**config.mk**
```make
export PLATFORM = sky130hd
export DESIGN_NAME = io_responder
export DESIGN_NICKNAME = d
export VERILOG_FILES = /design/src/rtl/io_map_pkg.sv /design/src/rtl/io_fifo.sv /design/src/rtl/io_responder.sv
export SDC_FILE = /design/constraint.sdc
export NUM_CORES = 1
export LEC_CHECK = 0
export BUFFER_PORTS_ARGS = -buffer_cell sky130_fd_sc_hd__buf_2
export CORE_UTILIZATION = 59
export CTS_BUF_LIST = sky130_fd_sc_hd__clkbuf_4
export DETAILED_ROUTE_END_ITERATION = 8
export GPL_TIMING_DRIVEN = 1
export PLACE_DENSITY = 0.82
export SYNTH_ARGS = -nofsm -noshare
export SYNTH_HDL_FRONTEND = slang
export SYNTH_SLANG_ARGS = --single-unit
export TNS_END_PERCENT = 1
```
**constraint.sdc**
```tcl
create_clock -name clk -period 4.7 [get_ports clk]
set_input_delay 0.94 -clock clk [delete_from_list [all_inputs] [get_ports clk]]
set_output_delay 0.94 -clock clk [all_outputs]
set_load 0.05 [all_outputs]
```
**src/rtl/io_map_pkg.sv**
```systemverilog
// Shared register map for the io_responder peripheral: window base, word offsets
// and STATUS bit positions.
package io_map_pkg;

    localparam logic [15:0] IO_BASE_DEFAULT = 16'hFF00;

    localparam logic [2:0] IO_OFS_LED    = 3'd0;
    localparam logic [2:0] IO_OFS_SW     = 3'd1;
    localparam logic [2:0] IO_OFS_TXDATA = 3'd2;
    localparam logic [2:0] IO_OFS_STATUS = 3'd3;
    localparam logic [2:0] IO_OFS_TIMER  = 3'd4;
    localparam logic [2:0] IO_OFS_TFLAG  = 3'd5;

    localparam int ST_EMPTY     = 0;
    localparam int ST_FULL      = 1;
    localparam int ST_TFLAG     = 2;
    localparam int ST_OVF       = 3;
    localparam int ST_COUNT_LSB = 4;

endpackage

```
**src/rtl/io_fifo.sv**
```systemverilog
// Power-of-two circular FIFO with asynchronous pointer reset; head reads 0 while empty.
module io_fifo #(
    parameter int DEPTH = 8,
    parameter int WIDTH = 16
) (
    input  logic                     clk,
    input  logic                     reset,
    input  logic                     push,
    input  logic [WIDTH-1:0]         push_data,
    input  logic                     pop,
    output logic                     full,
    output logic                     empty,
    output logic [$clog2(DEPTH):0]   count,
    output logic [WIDTH-1:0]         head
);

    localparam int AW = $clog2(DEPTH);
    localparam int CW = AW + 1;

    logic [WIDTH-1:0] mem [DEPTH];
    logic [AW-1:0]    wr_ptr;
    logic [AW-1:0]    rd_ptr;
    logic [CW-1:0]    cnt;
    logic             do_push;
    logic             do_pop;

    // A push into a full FIFO is still accepted when the head leaves on the same edge.
    assign do_pop  = pop && !empty;
    assign do_push = push && (!full || do_pop);

    always_ff @(posedge clk or posedge reset) begin
        if (reset) begin
            wr_ptr <= '0;
            rd_ptr <= '0;
            cnt    <= '0;
        end else begin
            if (do_push) wr_ptr <= wr_ptr + AW'(1);
            if (do_pop)  rd_ptr <= rd_ptr + AW'(1);
            case ({do_push, do_pop})
                2'b10:   cnt <= cnt + CW'(1);
                2'b01:   cnt <= cnt - CW'(1);
                default: cnt <= cnt;
            endcase
        end
    end

    always_ff @(posedge clk) begin
        if (do_push) mem[wr_ptr] <= push_data;
    end

    assign full  = (cnt == CW'(DEPTH));
    assign empty = (cnt == '0);
    assign count = cnt;
    assign head  = empty ? '0 : mem[rd_ptr];

endmodule

```
**src/rtl/io_responder.sv**
```systemverilog
// Memory-mapped peripheral on the Risc16 io_* bus: LED, switches, TX FIFO, STATUS.
// Define IO_TIMER_EN to build the compare timer (TIMER/TFLAG registers).
module io_responder
    import io_map_pkg::*;
#(
    parameter logic [15:0] IO_BASE    = IO_BASE_DEFAULT,
    parameter int          FIFO_DEPTH = 8
) (
    input  logic        clk,
    input  logic        reset,
    input  logic [15:0] io_address,
    input  logic [15:0] io_write_value,
    input  logic        io_write_en,
    input  logic        io_read_en,
    output logic [15:0] io_read_value,
    output logic [15:0] led_out,
    input  logic [15:0] sw_in,
    output logic [15:0] tx_data,
    output logic        tx_valid,
    input  logic        tx_ready
);

    localparam int CW = $clog2(FIFO_DEPTH) + 1;

    logic [15:0]   rel;
    logic          in_window;
    logic [2:0]    ofs;
    logic          wr_hit;
    logic          led_wr;
    logic          push_req;
    logic          status_wr;
    logic          pop;
    logic          full;
    logic          empty;
    logic [CW-1:0] fifo_count;
    logic [4:0]    count_ext;
    logic [3:0]    count4;
    logic [15:0]   head;
    logic          ovf;
    logic          tflag;
    logic [15:0]   timer_value;
    logic [15:0]   sw_meta;
    logic [15:0]   sw_sync;
    logic [15:0]   status;

    // Window test by subtraction so IO_BASE need not be 8-word aligned.
    assign rel       = io_address - IO_BASE;
    assign in_window = (rel < 16'd8);
    assign ofs       = rel[2:0];

    assign wr_hit    = io_write_en && in_window;
    assign led_wr    = wr_hit && (ofs == IO_OFS_LED);
    assign push_req  = wr_hit && (ofs == IO_OFS_TXDATA);
    assign status_wr = wr_hit && (ofs == IO_OFS_STATUS);

    // TX handshake: the head word transfers on a rising edge where tx_valid and
    // tx_ready are both high; tx_valid is simply "FIFO not empty" and never waits on tx_ready.
    assign pop      = tx_valid && tx_ready;
    assign tx_valid = !empty;
    assign tx_data  = head;

    io_fifo #(
        .DEPTH (FIFO_DEPTH),
        .WIDTH (16)
    ) u_fifo (
        .clk       (clk),
        .reset     (reset),
        .push      (push_req),
        .push_data (io_write_value),
        .pop       (pop),
        .full      (full),
        .empty     (empty),
        .count     (fifo_count),
        .head      (head)
    );

    always_ff @(posedge clk or posedge reset) begin
        if (reset) begin
            led_out <= '0;
            sw_meta <= '0;
            sw_sync <= '0;
            ovf     <= 1'b0;
        end else begin
            sw_meta <= sw_in;
            sw_sync <= sw_meta;
            if (led_wr) led_out <= io_write_value;
            if (push_req && full && !pop) ovf <= 1'b1;
            else if (status_wr)           ovf <= 1'b0;
        end
    end

`ifdef IO_TIMER_EN
    logic [15:0] counter;
    logic [15:0] compare;
    logic        timer_wr;
    logic        tflag_wr;

    assign timer_wr = wr_hit && (ofs == IO_OFS_TIMER);
    assign tflag_wr = wr_hit && (ofs == IO_OFS_TFLAG);

    // A TIMER load suppresses that edge's match; a match beats a TFLAG clear.
    always_ff @(posedge clk or posedge reset) begin
        if (reset) begin
            counter <= '0;
            compare <= 16'hFFFF;
            tflag   <= 1'b0;
        end else if (timer_wr) begin
            counter <= '0;
            compare <= io_write_value;
        end else begin
            counter <= counter + 16'd1;
            if (counter == compare) tflag <= 1'b1;
            else if (tflag_wr)      tflag <= 1'b0;
        end
    end

    assign timer_value = counter;
`else
    assign tflag       = 1'b0;
    assign timer_value = 16'h0000;
`endif

    // The 4-bit count field saturates so a 16-deep full FIFO reads as 15.
    assign count_ext = 5'(fifo_count);
    assign count4    = (count_ext > 5'd15) ? 4'hF : count_ext[3:0];

    always_comb begin
        status                          = '0;
        status[ST_EMPTY]                = empty;
        status[ST_FULL]                 = full;
        status[ST_TFLAG]                = tflag;
        status[ST_OVF]                  = ovf;
        status[ST_COUNT_LSB +: 4]       = count4;
    end

    always_comb begin
        io_read_value = 16'h0000;
        if (io_read_en && in_window) begin
            case (ofs)
                IO_OFS_LED:    io_read_value = led_out;
                IO_OFS_SW:     io_read_value = sw_sync;
                IO_OFS_STATUS: io_read_value = status;
                IO_OFS_TIMER:  io_read_value = timer_value;
                default:       io_read_value = 16'h0000;
            endcase
        end
    end

endmodule

```
After elaboration in Yosys (flattened, before gate mapping):

Memories as Yosys holds them, arrays and structs flattened.
Index checks and enable logic that the tools add are counted.
Widths: inputs -> output; s select.

* register bits: 59
* RAM bits: 128
* output and inout bits: 49
* memories kept: 1

Memories
* u_fifo.mem: depth 8, width 16, rd ports 1, clocked after Yosys merged registers in 0, wr ports 1, RTL line io_fifo.sv:20 `logic [WIDTH-1:0] mem [DEPTH];`

* add/subtract/negate cells: 5
* $lt $le $gt $ge: 2
* equality and inequality tests: 6
* mux-type cells: 9
* reductions and logical operators: 18

Operators with widths (number)
* $pmux 16 s3: 1
* $mux 16: 2
* $lt 16x4->1 const B: 1
* $sub 16x16->16 const B: 1
* $logic_and 1x1->1: 10
* $pmux 4 s2: 1
* $add 3x1->3 const B: 2
* $eq 3x2->1 const B: 2
* $add 4x1->4 const B: 1
* $eq 4x4->1 const B: 1
* $gt 4x4->1 const B: 1
* $logic_not 4->1: 1
* $mux 1: 4
* $mux 4: 1
* $reduce_bool 2->1: 2
* $sub 4x1->4 const B: 1
* $eq 3x1->1 const B: 1
* $logic_not 1->1: 3
* $logic_not 3->1: 1
* $eq 2x1->1 const B: 1
* $eq 2x2->1 const B: 1
* $logic_or 1x1->1: 1

Depth between registers and ports, before layout:

Gate-level depths: netlist of run 1.

* word-level depth: 8
* mapped depth: 11

Cells and area by module:

From an unflattened synthesis of run 1, not the netlist that was laid out.

* cells, all modules: 415
* area total of the unflattened synthesis: 7495.9 µm²

Modules (own cells, without submodules)
* io_fifo: times used 1, cells an instance 275, area each 5544.1 µm²
* io_responder: times used 1, cells an instance 140, area each 1951.9 µm²

Least setup slack after synthesis of run 1:

OpenSTA, ideal clock, no wires.

* kind: input to register
* start point: in io_address[12]
* end point: mem u_fifo.mem[1][0] (enable)
* setup time: 436 ps
* arrival: 3759 ps
* setup slack: 505 ps
* stages: 5
* buffers on the path: 1
* path through: nand4_1 -> or3_1 -> or4_1 -> buf_6 -> nor4b_1

* word-level cells in the longest chain between the ends: 7

RTL lines
* from (decl): RTL line io_responder.sv:11 `input logic [15:0] io_address,`
* $sub 16x16->16: RTL line io_responder.sv:47 `assign rel = io_address - IO_BASE;`
* $lt 16x4->1: RTL line io_responder.sv:48 `assign in_window = (rel < 16'd8);`
* $logic_and 1x1->1: RTL line io_responder.sv:51 `assign wr_hit = io_write_en && in_window;`
* $logic_and 1x1->1: RTL line io_responder.sv:53 `assign push_req = wr_hit && (ofs == IO_OFS_TXDATA);`
* $logic_and 1x1->1: RTL line io_fifo.sv:29 `assign do_push = push && (!full || do_pop);`
* $mux 1: RTL line io_fifo.sv:48 `if (do_push) mem[wr_ptr] <= push_data;`
* $mux 1 (implied by the code): RTL line io_fifo.sv:48
* to (decl): RTL line io_fifo.sv:20

Every way passes these cells.

Final worst setup path of run 1:

* start point: reg u_fifo.rd_ptr[1]
* end point: out tx_data[2]

* word-level cells in the longest chain between the ends: 2

RTL lines
* from (decl): RTL line io_fifo.sv:22 `logic [AW-1:0] rd_ptr;`
* from (signal assigned): RTL line io_fifo.sv:38 `if (do_pop) rd_ptr <= rd_ptr + AW'(1);`
* $mem_v2 8x16
* $mux 16: RTL line io_fifo.sv:54 `assign head = empty ? '0 : mem[rd_ptr];`
* to (decl): RTL line io_responder.sv:18 `output logic [15:0] tx_data,`

Every way passes these cells.

==> results.toml, run 1 <==
[status]
status = "finished, final reports clean"

[floorplanning]
io_pins = 102
die_h_microns = 113
fp.coreArea_sq_mm = 0.0121
die-area_sq_mm = 0.0129
rows = 40
initial_utilization_pct = 60.8
die-width_microns = 113

[yosys]
async_flop_share_pct = 31.6
yosysTopAreaCellShare_pct = 52.4
synthFlopType = "edfxtp_1"
synth_area_per_cell_sq_um = 18.6
synth_warnings = 0
syn_nets = 453
synth_edf_count = 128
synth_area_sq_mm = 0.00733
synth_cell_types = 43
synthTopCellsByArea = "edfxtp_1, dfrtp_1, mux4_2"
yosysTopAreaCell = "edfxtp_1"
synth_cells = 395
yosysSeqAreaShare_pct = 72.6
synth_seq_cells = 187

[finish]
final_area_sq_mm = 0.00836
fin_nets = 570
drive_above_1_share_pct = 38.5
area_growth_pct = 14.0
layout_commonest_cell = "edfxtp_1"
layout_common_cells = "edfxtp_1, buf_2, dfrtp_1, nor2_1, mux4_2"
num_antenna_cells = 0

[setup_path]
startpoint = "u_fifo.rd_ptr[1]"
path_cells = "buf_4, mux4_2, mux2i_1, nor2_1, buf_2"
path_max_fanout = 19
slowest_delay_ns = 0.97
crit_type = "register to output port"
startpoint_type = "register"
rr_startpoint = "u_fifo.count[1]"
crit_required_ns = 3.76
cp_top_family = "flip-flops"
crit_buf_inv = 2
cp_slowest_cell = "dfrtp_1"
arrival_ns = 2.69
end_kind = "output port"

[timing]
setup_viol = 0
post-route-min-period_ns = 3.63
finalCritPeriodShare_pct = 77.2
maxSlewViolCount = 0
fmax_mhz = 276
maxSlewHeadroom_pct = 29.3
tightestPinTransition_ns = 1.06
whs_ns = 0.364
finalHoldViolations = 0
rsz0062_at_grt = "false"
fin_setup_tns_ns = 0
skew_ns = 0.0108

[flow_run]
cap_violations = 0

[placed_design]
gp_congestion = 0.778
placed_area_sq_mm = 0.00811
io_buffers = 101
hpwl_microns = 9320

[global_route]
grt_overflow = 0
grt_pass1_vias = 4134
grt_first_pass_wirelength_microns = 22300
grt_antenna_before_repair = 0
grt_max_degree = 33
grt.total_usage_pct = 24.0

[routing]
vias = 3890
ant_nets = 0
drtIter0Drc = 207
first_pass_iters = 4
routedWlPerCell_microns = 20.3
totalWireLength_microns = 14000
via_per_inst = 5.61
drc = 0

[cts]
cts_resized = 0
path_clk_slew_ns = 0.14
cts_buffers = 17
clock_path_buffers = 2
post-cts-setup-buffers = 0
ctsHoldBuffers = 0
worst_skew_pair.late_latency_ns = 0.54
cts_tree = "done"
root_buffer = "clkbuf_4"
h-tree-depth = 4
cts.sinks = 187

[power_and_ir_drop]
p_per_area_mw_per_mm2 = 483
cellLeakagePower_nw = 3.31
ir_drop_mv = 0.260

[min_path]
hold_class = "register to register"
min-delay-start = "sw_meta[9]"
[logic make-up after synthesis]
group                      synth area share [%]
AOI/OAI and AO/OA                          1.52
muxes                                      17.2
DFF                                        72.6
buffers and inverters                      1.55
xor gates and xnor gates                  0.836
adders and majority gates                 0.956
and+or+nand+nor                            5.38
[registers in the layout (all words and copies together), names as in the netlist]
name,cells
u_fifo.count,4
led_out,16
u_fifo.mem,128
ovf,1
u_fifo.wr_ptr,3
u_fifo.rd_ptr,3
sw_meta,16
sw_sync,16
[power by group]
| group | total [W] | switching [W] | internal [W] |
|---|---|---|---|
| clock network | 0.000798 | 0.000512 | 0.000285 |
| registers | 0.00196 | 0.000156 | 0.00181 |
| logic | 0.00128 | 0.000769 | 0.000509 |
[routing by layer]
layer	global-route usage (%)	vias up	part of all wire (%)
met5	0	-	0
met4	11.2	0	2.4
met3	4.09	24	5.2
met2	39.9	152	50
met1	31.5	1961	42
li1	-	1753	-
[worst paths after layout]
kind / slack [ns] / to / cells after the start
max in group asynchronous: 3.45 / sw_sync[10] / 3
setup / recovery: 1.07 / tx_data[2] / 5
hold reg to reg: 0.36 / sw_sync[9] / 0
hold / removal: 0.36 / sw_sync[9] / 0
setup reg to reg: 1.98 / u_fifo.mem[5][11] / 6
min in group asynchronous: 0.44 / led_out[13] / 2
[cell type report]
class | count | area [sq um]
Tap cell | 168 | 210
Fill cell | 763 | 3700
Inverter | 9 | 33.8
Clock buffer | 21 | 158
Sequential cell | 187 | 5320
Clock inverter | 11 | 96.3
Timing Repair Buffer | 116 | 618
Multi-Input combinational cell | 181 | 1920
[metrics by stage]
stage          cells  setup WS (ns)  util [%]  power (W)
6_report         693           1.07      69.3    0.00404
5_1_grt          693          0.903      69.3    0.00421
3_3_place_gp     661           1.32      67.2    0.00327
4_1_cts          693           1.00      69.3    0.00408
3_5_place_dp     661           1.23      67.2    0.00330
2_1_floorplan    395          0.505         -    0.00298
[worst reg2reg max path, cell delays in order, from the launching register on]
cell     delay, ns
dfrtp_1       0.51
or4b_1        0.20
nor2_1        0.06
or4_1         0.78
or2_4         0.37
nor3b_2       0.20
buf_4         0.30
[cell usage after synthesis (2+ instances only)]
library cell,count
nor2_1,36
edfxtp_1,128
xnor2_1,6
nand2_1,11
nor4_2,2
inv_1,8
mux4_2,32
a22oi_1,7
mux2i_1,27
mux2_2,6
mux2_1,18
buf_2,4
nor3b_2,2
a31oi_1,2
dfrtp_1,59
nand4_1,2
ha_1,4
clkbuf_1,10
nor3_1,2
buf_1,3
a21o_1,2
nor4b_1,2
nand2b_1,2
No activity file was read; power rests on OpenSTA's default activity.
==> run 2: changes to the inputs <==
--- a/config.mk
+++ b/config.mk
@@ -6,11 +6,11 @@
 export NUM_CORES = 1
 export LEC_CHECK = 0
 export BUFFER_PORTS_ARGS = -buffer_cell sky130_fd_sc_hd__buf_2
-export CORE_UTILIZATION = 59
+export CORE_UTILIZATION = 53
 export CTS_BUF_LIST = sky130_fd_sc_hd__clkbuf_4
 export DETAILED_ROUTE_END_ITERATION = 8
 export GPL_TIMING_DRIVEN = 1
-export PLACE_DENSITY = 0.82
+export PLACE_DENSITY = 0.77
 export SYNTH_ARGS = -nofsm -noshare
 export SYNTH_HDL_FRONTEND = slang
 export SYNTH_SLANG_ARGS = --single-unit
==> constraint.sdc (replaced) <==
create_clock -name clk -period 2.9 [get_ports clk]
set_input_delay 0.58 -clock clk [delete_from_list [all_inputs] [get_ports clk]]
set_output_delay 0.58 -clock clk [all_outputs]
set_load 0.05 [all_outputs]
==> run 2 against run 1 <==
Compared with the run above:
- final cell count up 2.2%
- non-clock buffer count up 7
- critical endpoint is now tx_data[14]
- wire length down 3.0%
- critical path type unchanged
- critical path depth unchanged
- register-to-register slack worse by 1.5 ns
- cell area up 2.5%
- largest cell class unchanged
- sequential cell count unchanged
- sequential share of layout area down 1.5 points
- combinational power up 84%
- sequential power up 56%
==> results.toml, run 2 (same netlist as run 1, synthesis figures left out) <==
[status]
status = "finished, final reports clean"

[setup_path]
r2r_end = "u_fifo.count[3]"
cp_top_family = "multiplexers"
startpoint = "u_fifo.rd_ptr[0]"
arrival_ns = 2.20
cp.depth = 5
rr_startpoint = "u_fifo.count[1]"
crit_buf_inv = 2
crit_type = "register to output port"
path_cells = "buf_12, mux4_2, mux2i_2, nor2_1, buf_2"
slowest_delay_ns = 0.51
crit_required_ns = 2.32
path_max_fanout = 9
rrSetupSlack_ns = 0.52
startpoint_type = "register"
reg2regPathDepth = 10
end_kind = "output port"
cp_slowest_cell = "mux4_2"
crit_path_end = "tx_data[14]"

[timing]
whs_ns = 0.0399
setup_viol = 0
skew_ns = 0.0301
finalHoldViolations = 0
finalCritPeriodShare_pct = 96.0
fmax_mhz = 359
maxSlewHeadroom_pct = 61.1
rsz0062_at_grt = "true"
tightestPinTransition_ns = 0.583
maxSlewViolCount = 0
post-route-min-period_ns = 2.78

[finish]
utilization_pct = 64.2
largest_reg_flops = 128
n_fill_cell = 969
drive_above_1_share_pct = 40.2
final_area_sq_mm = 0.00857
area_growth_pct = 16.9
layout_commonest_cell = "edfxtp_1"
largest_register = "u_fifo.mem"
layout_common_cells = "edfxtp_1, buf_2, dfrtp_1, nor2_1, mux4_2"
num_antenna_cells = 0
fin_nets = 577

[floorplanning]
fp.coreArea_sq_mm = 0.0133
rows = 42
die_h_microns = 120
io_pins = 102
initial_utilization_pct = 54.9
die-width_microns = 120
die-area_sq_mm = 0.0143

[cts]
worst_skew_pair.late_latency_ns = 0.58
cts_tree = "done"
ctsHoldBuffers = 0
cts_buffers = 17
cts.sinks = 187
root_buffer = "clkbuf_4"
path_clk_slew_ns = 0.16
clock_path_buffers = 2
h-tree-depth = 4

[global_route]
grt.total_usage_pct = 20.9
grt_max_degree = 33
grt_antenna_before_repair = 0
grt_pass1_vias = 4088
grt_overflow = 0
grt_first_pass_wirelength_microns = 21600

[min_path]
hold_class = "input pin to asynchronous set/reset pin"

[routing]
top_layer_used = "met4"
routedWlPerCell_microns = 19.2
drc = 0
wl_met3_microns = 802
via_per_inst = 5.48
ant_nets = 0
wl_met2_microns = 6790
totalWireLength_microns = 13600
wl_met1_microns = 5740
drtIter0Drc = 238
first_pass_iters = 4
vias = 3882

[power_and_ir_drop]
ir_drop_mv = 0.314
p_per_area_mw_per_mm2 = 783
cellLeakagePower_nw = 3.36

[placed_design]
hpwl_microns = 9250
placed_area_sq_mm = 0.00823
gp_congestion = 0.793
io_buffers = 101

[flow_run]
cap_violations = 0
[run 2: cell types whose count changed in the layout (fill, tap and decap cells not counted), moves of 3 or more]
cell / delta
clkbuf_4: -3
buf_12: +8
inv_6: +4
clkinvlp_4: +3
buf_2: -3
[run 2: power breakdown]
group          internal, W  switching [W]
registers          0.00294       0.000115
clock network     0.000436       0.000876
logic             0.000939        0.00141
total              0.00431        0.00240
[run 2: worst min-delay path by stage]
stage	from	end	slack, ns	cells past startpoint
6_report	reset	u_fifo.count[3]	0.04	2
5_1_grt	reset	u_fifo.count[3]	0.04	2
3_3_place_gp	sw_meta[1]	sw_sync[1]	0.33	0
2_1_floorplan	sw_meta[0]	sw_sync[0]	0.33	0
3_5_place_dp	sw_meta[5]	sw_sync[5]	0.33	0
4_1_cts	reset	led_out[13]	0.02	2
[run 2: per-stage QoR]
step	TNS, ns	std cells	worst slack (ns)	total power, W
2_1_floorplan	-12.11	395	-0.147	0.00484
3_3_place_gp	0	673	0.201	0.00536
3_5_place_dp	0	673	0.168	0.00540
4_1_cts	0	706	0.00443	0.00673
5_1_grt	-0.0646	708	-0.0232	0.00705
6_report	0	708	0.115	0.00671
[run 2: layout make-up]
type	count	area, sq um	area share (%)
Clock buffer	17	128	1.49
Clock inverter	15	139	1.62
Inverter	9	33.8	0.394
Multi-Input combinational cell	181	1930	22.5
Sequential cell	187	5330	62.2
Tap cell	176	220	2.57
Timing Repair Buffer	123	793	9.26
[run 2: layer usage]
| metal | global-route usage [%] | vias up |
|---|---|---|
| li1 | - | 1769 |
| met1 | 27.5 | 1953 |
| met5 | 0 | - |
| met4 | 9.14 | 0 |
| met3 | 4.80 | 20 |
| met2 | 33.5 | 140 |
[run 2: what timing repair did]
action,in CTS,in global routing
endpoints found under the hold margin,0,0
resized for setup,4,9
pin swaps,0,1
setup endpoints to repair,15,7
buffers inserted,1,2
